`src/rtl/s_mac_quant_if.sv`:
```
// s_mac_quant_if: product stream in, requantized result out
interface s_mac_quant_if #(
    parameter int INWL  = 16,
    parameter int OUTWL = 8
);
    logic             valid;
    logic [INWL-1:0]  data;
    logic             clr;
    logic             res_valid;
    logic [OUTWL-1:0] res_data;
    logic             res_sat;
    modport master (output valid, data, clr, input res_valid, res_data, res_sat);
    modport slave  (input valid, data, clr, output res_valid, res_data, res_sat);
endinterface

```
`src/rtl/s_mac_quant.sv`:
```
// s_mac_quant: accumulates ACCN signed products, then rounds half-up and saturates to OUTWL bits
module s_mac_quant #(
    parameter int INWL   = 16,
    parameter int INFWL  = 14,
    parameter int OUTWL  = 8,
    parameter int OUTFWL = 7,
    parameter int CNTWL  = 8,
    parameter int ACCN   = 4
) (
    input logic          clk,
    input logic          rst,
    s_mac_quant_if.slave bus
);
    localparam int SHIFT = INFWL - OUTFWL;
    localparam int ACCWL = INWL + CNTWL;
    localparam logic signed [ACCWL:0] RND  = (ACCWL+1)'(2 ** (SHIFT - 1));
    localparam logic signed [ACCWL:0] MAXV = (ACCWL+1)'(2 ** (OUTWL - 1) - 1);
    localparam logic signed [ACCWL:0] MINV = (ACCWL+1)'(-(2 ** (OUTWL - 1)));
    logic signed [ACCWL-1:0] acc, sum, r_sum;
    logic [CNTWL-1:0]        cnt;
    logic                    done;
    logic signed [ACCWL:0]   ext, rnd;
    logic [OUTWL-1:0]        q_data;
    logic                    q_sat;
    always_comb begin
        sum    = acc + {{CNTWL{bus.data[INWL-1]}}, bus.data};
        ext    = {r_sum[ACCWL-1], r_sum};
        rnd    = (ext + RND) >>> SHIFT;
        q_sat  = (rnd > MAXV) || (rnd < MINV);
        q_data = rnd > MAXV ? {1'b0, {(OUTWL-1){1'b1}}} :
                 rnd < MINV ? {1'b1, {(OUTWL-1){1'b0}}} : rnd[OUTWL-1:0];
    end
    always_ff @(posedge clk or posedge rst) begin
        if (rst) begin
            acc          <= '0;
            cnt          <= '0;
            r_sum        <= '0;
            done         <= 1'b0;
            bus.res_valid <= 1'b0;
            bus.res_data  <= '0;
            bus.res_sat   <= 1'b0;
        end else begin
            if (bus.clr) begin
                acc  <= '0;
                cnt  <= '0;
                done <= 1'b0;
            end else if (bus.valid) begin
                // last sample of a frame goes straight to r_sum so the next frame starts without a bubble
                if (cnt == CNTWL'(ACCN - 1)) begin
                    r_sum <= sum;
                    acc   <= '0;
                    cnt   <= '0;
                    done  <= 1'b1;
                end else begin
                    acc  <= sum;
                    cnt  <= cnt + 1'b1;
                    done <= 1'b0;
                end
            end else begin
                done <= 1'b0;
            end
            bus.res_valid <= done;
            if (done) begin
                bus.res_data <= q_data;
                bus.res_sat  <= q_sat;
            end
        end
    end
endmodule

```
`src/flat_wrapper.sv`:
```
// flat-port wrapper written by rule: the top's interface ports become plain ports
module s_mac_quant_flat 
#(
    parameter int INWL   = 16,
    parameter int INFWL  = 14,
    parameter int OUTWL  = 8,
    parameter int OUTFWL = 7,
    parameter int CNTWL  = 8,
    parameter int ACCN   = 4
)
  (clk, rst, bus_valid, bus_data, bus_clr, bus_res_valid, bus_res_data, bus_res_sat);
  s_mac_quant_if #(.INWL(INWL), .OUTWL(OUTWL)) bus_i ();
  input logic clk;
  input logic rst;
  input wire logic [$bits(bus_i.valid)-1:0] bus_valid;
  input wire logic [$bits(bus_i.data)-1:0] bus_data;
  input wire logic [$bits(bus_i.clr)-1:0] bus_clr;
  output wire logic [$bits(bus_i.res_valid)-1:0] bus_res_valid;
  output wire logic [$bits(bus_i.res_data)-1:0] bus_res_data;
  output wire logic [$bits(bus_i.res_sat)-1:0] bus_res_sat;
  assign bus_i.valid = bus_valid;
  assign bus_i.data = bus_data;
  assign bus_i.clr = bus_clr;
  assign bus_res_valid = bus_i.res_valid;
  assign bus_res_data = bus_i.res_data;
  assign bus_res_sat = bus_i.res_sat;
  s_mac_quant #(.INWL(INWL), .INFWL(INFWL), .OUTWL(OUTWL), .OUTFWL(OUTFWL), .CNTWL(CNTWL), .ACCN(ACCN)) u_core (.clk(clk), .rst(rst), .bus(bus_i));
endmodule
```
`config.mk`:
```
export PLATFORM = sky130hd
export DESIGN_NAME = s_mac_quant_flat
export DESIGN_NICKNAME = d
export VERILOG_FILES = /design/src/rtl/s_mac_quant_if.sv /design/src/rtl/s_mac_quant.sv /design/src/flat_wrapper.sv
export SDC_FILE = /design/constraint.sdc
export NUM_CORES = 1
export LEC_CHECK = 0
export ABC_AREA = 1
export CAP_MARGIN = 40
export CELL_PAD_IN_SITES_DETAIL_PLACEMENT = 1
export CELL_PAD_IN_SITES_GLOBAL_PLACEMENT = 2
export CORE_ASPECT_RATIO = 1.2
export CORE_UTILIZATION = 37
export CTS_CLUSTER_DIAMETER = 100
export DETAILED_ROUTE_END_ITERATION = 7
export PLACE_DENSITY = 0.94
export SLEW_MARGIN = 0
export SYNTH_ARGS = -nofsm -noshare
export SYNTH_HDL_FRONTEND = slang
export SYNTH_SLANG_ARGS = --single-unit
export TNS_END_PERCENT = 100
```
`constraint.sdc`:
```
create_clock -name clk -period 3.7 [get_ports clk]
set_input_delay 0.37 -clock clk [delete_from_list [all_inputs] [get_ports clk]]
set_output_delay 0.37 -clock clk [all_outputs]
set_load 0.05 [all_outputs]
```
==> results.py, run 1 <==
metrics = {
    "die": {
        "core_mm2": 0.0112,
        "row_count": 42,
        "die_area_mm2": 0.0121,
        "ios": 30,
        "initial_core_util_pct": 38.7,
        "die_h_um": 121,
        "die_w_um": 101,
    },
    "sta": {
        "slew_headroom_pct": 51.4,
        "period_share_pct": 66.5,
        "fin_worst_skew_ns": 0.0124,
        "tightest_slew_ns": 0.728,
        "rsz0062_at_grt": "false",
        "setup_tns_ns": 0,
        "layout_min_cycle_time_ns": 2.46,
        "finalHoldViolCount": 0,
        "setup_viol": 0,
        "fmax_mhz": 407,
        "drv_slew": 0,
    },
    "route": {
        "drt-total-wl_um": 13000,
        "drc": 0,
        "wire_per_inst_um": 15.9,
        "vias": 4240,
        "first_pass_iters": 6,
        "drt_iter0_drc": 155,
        "viasPerCell": 5.20,
        "antenna_left": 0,
    },
    "cts": {
        "insertion_delay_ns": 0.33,
        "hold_buffers": 0,
        "numCtsBuffers": 9,
        "cts-htree-levels": 3,
        "clk_path_buf_depth": 2,
        "cts_tree": "done",
        "clkSinkCount": 61,
        "cts_resized": 0,
        "path_clk_slew_ns": 0.06,
        "cts_root_buf": "clkbuf_16",
        "cts_setup_buffers": 0,
    },
    "critical_path": {
        "cp_slowest_cell": "clkdlybuf4s50_1",
        "rrSetupSlack_ns": 1.37,
        "arrival_ns": 2.67,
        "reg2reg_from": "u_core.acc[8]",
        "r2r_end": "u_core.r_sum[13]",
        "endpoint_kind": "flop",
        "path_max_fanout": 6,
        "crit_type": "input port to flop",
        "worstPathRequired_ns": 3.91,
        "timing.critical_path.buf_inv": 2,
        "cp_cell_sequence": "clkdlybuf4s50_1 -> ha_1 -> inv_1 -> fa_1 -> nand3b_1 -> nand2_1 -> nand2_1 -> nand2_1 -> nand4_1 -> nand2_1 -> nand2_1 -> nand2_1 -> nand2_1 -> nand3_1 -> nand2_1",
        "reg2regPathDepth": 9,
        "start_kind": "input port",
        "critPathTopFamily": "simple AND/OR/NAND/NOR gates",
        "critPathMaxStageDelay_ns": 0.46,
        "crit_path_frequent_cell": "nand2_1",
    },
    "synthesis": {
        "yosys.area.top_type": "dfrtp_1",
        "ys_ff_latch": 61,
        "syn_inst": 619,
        "synth_top_flop_cell": "dfrtp_1",
        "synth.distinct_cells": 38,
        "ys_seq_area_share_pct": 35.2,
        "syn-cell-area_mm2": 0.00433,
        "ys_top_cells_by_area": "dfrtp_1 (35%), nand2_1 (16%), nand3_1 (8.3%)",
        "synth.avg_cell_area_um2": 7.00,
        "synth_top_cell_area_share_pct": 35.2,
        "synth_edf_count": 0,
        "syn_nets": 665,
        "synth-async-reset-ratio_pct": 100,
        "yosysWarnings": 0,
    },
    "layout": {
        "diodes": 0,
        "area.growth.synth_to_final_pct": 18.6,
        "drive_gt1_share_pct": 7.11,
        "fin_nets": 702,
        "design_area_mm2": 0.00514,
        "fin_util_pct": 45.9,
        "fillCellCount": 1460,
    },
    "global_route": {
        "grt_usage_pct": 23.5,
        "grt_pass1_vias": 4543,
        "grt_start_max_net_pins": 35,
        "grt_overflow": 0,
        "grt_pass1_wl_um": 21900,
        "antenna_found_initial": 0,
    },
    "power_and_ir_drop": {
        "ir_drop_v": 0.000248,
        "power_density_mw_per_mm2": 516,
        "cellLeakagePower_uw": 0.00252,
    },
    "placement": {
        "dp_hpwl_um": 10100,
        "place_congestion": 0.879,
        "io_buffers": 29,
        "place_area_mm2": 0.00481,
    },
    "outcome": {
        "status": "completed",
    },
    "flow_run": {
        "maxCapViolCount": 0,
    },
    "hold_path": {
        "hold_path.class": "input port to asynchronous set/reset pin",
    },
}
-- layout make-up --
type	instances	area (um2)	area share, %
inverter	66	248	4.82
clock inverter	7	98.8	1.92
multi-input combinational	484	2520	49.0
sequential	61	1530	29.7
clock buffer	9	225	4.38
timing repair buffer	34	328	6.38
tap	154	193	3.75
-- synthesized netlist by cell type (9+ instances only) --
| cell type | count |
|---|---|
| a21oi_1 | 28 |
| dfrtp_1 | 61 |
| ha_1 | 25 |
| inv_1 | 61 |
| nand2_1 | 184 |
| nand3_1 | 72 |
| nand4_1 | 15 |
| nor2_1 | 43 |
| nor2_2 | 9 |
| nor3_1 | 9 |
| o21ai_0 | 40 |
| xor2_1 | 9 |
-- power breakdown --
part	total [uW]	switching (uW)	internal, uW
Sequential	878	105	773
Clock	918	325	593
Combinational	857	569	287
-- kinds of logic after synthesis --
family          after synthesis  share of synthesized area (%)
simple gates                356                           36.4
compound gates               88                           11.2
buf+inv                      74                           6.67
flops                        61                           35.2
fa+ha+maj                    26                           7.68
xor+xnor                     14                           2.83
-- metal layers --
| layer | wire (um) | global-route usage (%) |
|---|---|---|
| met4 | 530 | 11.1 |
| met3 | 192 | 3.24 |
| met1 | 5410 | 26.2 |
| met2 | 6850 | 43.5 |
| met5 | 0 | 0 |
-- worst max path at each step --
stage / from / endpoint / slack, ns / cells after the start
6_report: bus_data[0] / u_core.r_sum[22] / 1.24 / 15
5_1_grt: bus_data[15] / u_core.r_sum[20] / 0.96 / 11
4_1_cts: bus_data[0] / u_core.r_sum[22] / 1.24 / 15
3_5_place_dp: bus_data[0] / u_core.r_sum[22] / 0.92 / 15
3_3_place_gp: bus_data[15] / u_core.r_sum[20] / 0.96 / 11
2_1_floorplan: bus_data[0] / u_core.acc[22] / 1.74 / 14
-- through the flow --
step / worst slack, ns / cells / hold slack (ns) / power [uW]
final: 1.24 / 815 / 0.478 / 2650
after CTS: 1.24 / 815 / 0.490 / 2670
after floorplan: 1.74 / 619 / 0.374 / 1470
after global routing: 0.960 / 815 / 0.508 / 2810
after detailed placement: 0.922 / 799 / 0.474 / 1730
after global placement: 0.964 / 799 / 0.466 / 1700
-- cell usage in the layout, fill, tap and decap left out, types with 7 or more instances in the layout --
| master | synthesis | routed |
|---|---|---|
| nand2_1 | 184 | 184 |
| nand3_1 | 72 | 72 |
| dfrtp_1 | 61 | 61 |
| inv_1 | 61 | 60 |
| nor2_1 | 43 | 42 |
| o21ai_0 | 40 | 40 |
| clkdlybuf4s50_1 | 0 | 29 |
| a21oi_1 | 28 | 28 |
| ha_1 | 25 | 25 |
| nand4_1 | 15 | 15 |
| nor2_2 | 9 | 10 |
| nor3_1 | 9 | 9 |
| xor2_1 | 9 | 9 |
| clkbuf_16 | 0 | 9 |
| nand3b_1 | 7 | 7 |
| nand2_2 | 7 | 7 |
-- state kept, by name (all words and copies together), names as in the netlist --
| name | flops |
|---|---|
| u_core.done | 1 |
| u_core.bus.res_data | 8 |
| u_core.bus.res_sat | 1 |
| u_core.acc | 24 |
| u_core.r_sum | 18 |
| u_core.cnt | 8 |
| u_core.bus.res_valid | 1 |
Note: power is estimated with default switching activity, not from simulation.
==> run 2, diff against run 1 <==
- CORE_UTILIZATION: 37 -> 34
- PLACE_DENSITY: 0.94 -> 0.87
- clock period: 3.7 -> 2.4 ns (I/O delays scaled with it)
==> results.py, run 2 (synthesized netlist as in run 1, its figures left out) <==
metrics = {
    "sta": {
        "layout_min_cycle_time_ns": 2.17,
        "slew_headroom_pct": 56.0,
        "finalHoldViolCount": 0,
        "fin_worst_skew_ns": 0.00600,
        "holdWs_ns": 0.263,
        "fmax_mhz": 461,
        "drv_slew": 0,
        "setup_viol": 0,
        "rsz0062_at_grt": "false",
        "period_share_pct": 90.4,
        "tightest_slew_ns": 0.656,
    },
    "layout": {
        "fin_nets": 732,
        "final_common_cell": "nand2_1",
        "top_regs": "u_core.acc: 24 flops, u_core.r_sum: 18 flops",
        "diodes": 0,
        "regMostFlops": "u_core.acc",
        "layout_common_cells": "nand2_1 (184), nand3_1 (72), dfrtp_1 (61)",
        "largest_register_ffs": 24,
        "fin_util_pct": 43.7,
        "drive_gt1_share_pct": 11.1,
        "area.growth.synth_to_final_pct": 23.7,
        "final_cell_count_no_fill": 852,
    },
    "global_route": {
        "grt_start_max_net_pins": 27,
        "grt_pass1_wl_um": 22700,
        "antenna_found_initial": 0,
        "grt_overflow": 0,
        "grt_usage_pct": 21.8,
        "grt_pass1_vias": 4751,
    },
    "critical_path": {
        "timing.critical_path.buf_inv": 2,
        "r2r_end": "u_core.r_sum[22]",
        "worstPathRequired_ns": 2.60,
        "crit_path_frequent_cell": "nand3_1",
        "reg2reg_from": "u_core.acc[0]",
        "cp_cell_sequence": "clkdlybuf4s50_1 -> buf_12 -> ha_1 -> nand4_1 -> nor3_1 -> nand3_1 -> nand3_1 -> nand2_1 -> nand3_1 -> o21ai_0",
        "path_max_fanout": 9,
        "reg2regPathDepth": 14,
        "start_kind": "input port",
        "cp_slowest_cell": "clkdlybuf4s50_1",
        "critPathMaxStageDelay_ns": 0.45,
        "crit_type": "input port to flop",
        "arrival_ns": 2.37,
        "crit_start": "bus_data[15]",
        "endpoint_kind": "flop",
        "rrSetupSlack_ns": 0.28,
        "critPathTopFamily": "simple AND/OR/NAND/NOR gates",
    },
    "power_and_ir_drop": {
        "power_density_mw_per_mm2": 760,
        "cellLeakagePower_uw": 0.00266,
        "ir_drop_v": 0.000339,
    },
    "cts": {
        "cts_resized": 0,
        "clkSinkCount": 61,
        "numCtsBuffers": 9,
        "path_clk_slew_ns": 0.06,
        "hold_buffers": 0,
        "clk_path_buf_depth": 2,
        "cts_root_buf": "clkbuf_16",
        "cts-htree-levels": 3,
        "insertion_delay_ns": 0.34,
        "cts_tree": "done",
        "cts_setup_buffers": 0,
    },
    "route": {
        "first_pass_iters": 6,
        "wire_per_inst_um": 15.5,
        "vias": 4402,
        "drt_iter0_drc": 155,
        "drc": 0,
        "antenna_left": 0,
        "drt-total-wl_um": 13200,
        "viasPerCell": 5.17,
    },
    "placement": {
        "place_inst": 836,
        "io_buffers": 29,
        "dp_hpwl_um": 10600,
        "place_congestion": 0.899,
    },
    "outcome": {
        "status": "completed",
    },
    "die": {
        "die_area_mm2": 0.0132,
        "core_mm2": 0.0123,
        "die_h_um": 126,
        "initial_core_util_pct": 35.3,
        "die_w_um": 105,
        "ios": 30,
        "row_count": 44,
    },
    "flow_run": {
        "maxCapViolCount": 0,
    },
    "hold_path": {
        "hold_path.class": "input port to asynchronous set/reset pin",
    },
}
-- run 2: layout make-up --
cell class | instances | area, um2
clock buffers | 9 | 225
clock inverters | 7 | 75.1
fillers | 1613 | 6920
inverters | 66 | 248
multi-input cells | 484 | 2520
flip-flops and latches | 61 | 1530
well taps | 161 | 201
repair buffers | 64 | 566
-- run 2: where the power goes --
part           switching [uW]  internal (uW)
sequential                164           1190
clock                     516            806
combinational             874            523
total                    1550           2520
-- run 2: worst max path at each step --
stage / depth (start not counted) / end
final: 10 / u_core.r_sum[21]
after global routing: 15 / u_core.r_sum[22]
after CTS: 10 / u_core.r_sum[21]
after detailed placement: 15 / u_core.r_sum[22]
after global placement: 10 / u_core.r_sum[21]
after floorplan: 14 / u_core.acc[22]
-- run 2: routing by layer --
metal | track usage, % | vias up | part of all wire [%]
met4 | 10.1 | 0 | 3.7
met3 | 3.16 | 24 | 2.3
met1 | 24.3 | 2128 | 41
li1 | - | 2190 | -
met2 | 40.7 | 60 | 53
met5 | 0 | - | 0
-- run 2: metrics by stage --
step	setup TNS [ns]	area, um2	power, uW	worst slack [ns]
4_1_cts	0	5360	4130	0.223
3_3_place_gp	-0.404	5060	2720	-0.130
2_1_floorplan	0	4330	2260	0.476
5_1_grt	0	5360	4360	0.0261
6_report	0	5360	4080	0.230
3_5_place_dp	-1.03	5060	2770	-0.123
==> run 3, diff against run 2 <==
--- a/constraint.sdc
+++ b/constraint.sdc
@@ -3,2 +3,2 @@
 set_output_delay 0.24 -clock clk [all_outputs]
-set_load 0.05 [all_outputs]
+set_load 0.005 [all_outputs]
==> results of run 3 <==
The final DEF is identical to that of run 2. Status: completed.
Among the figures that moved: total power 4080 uW -> 3990 uW
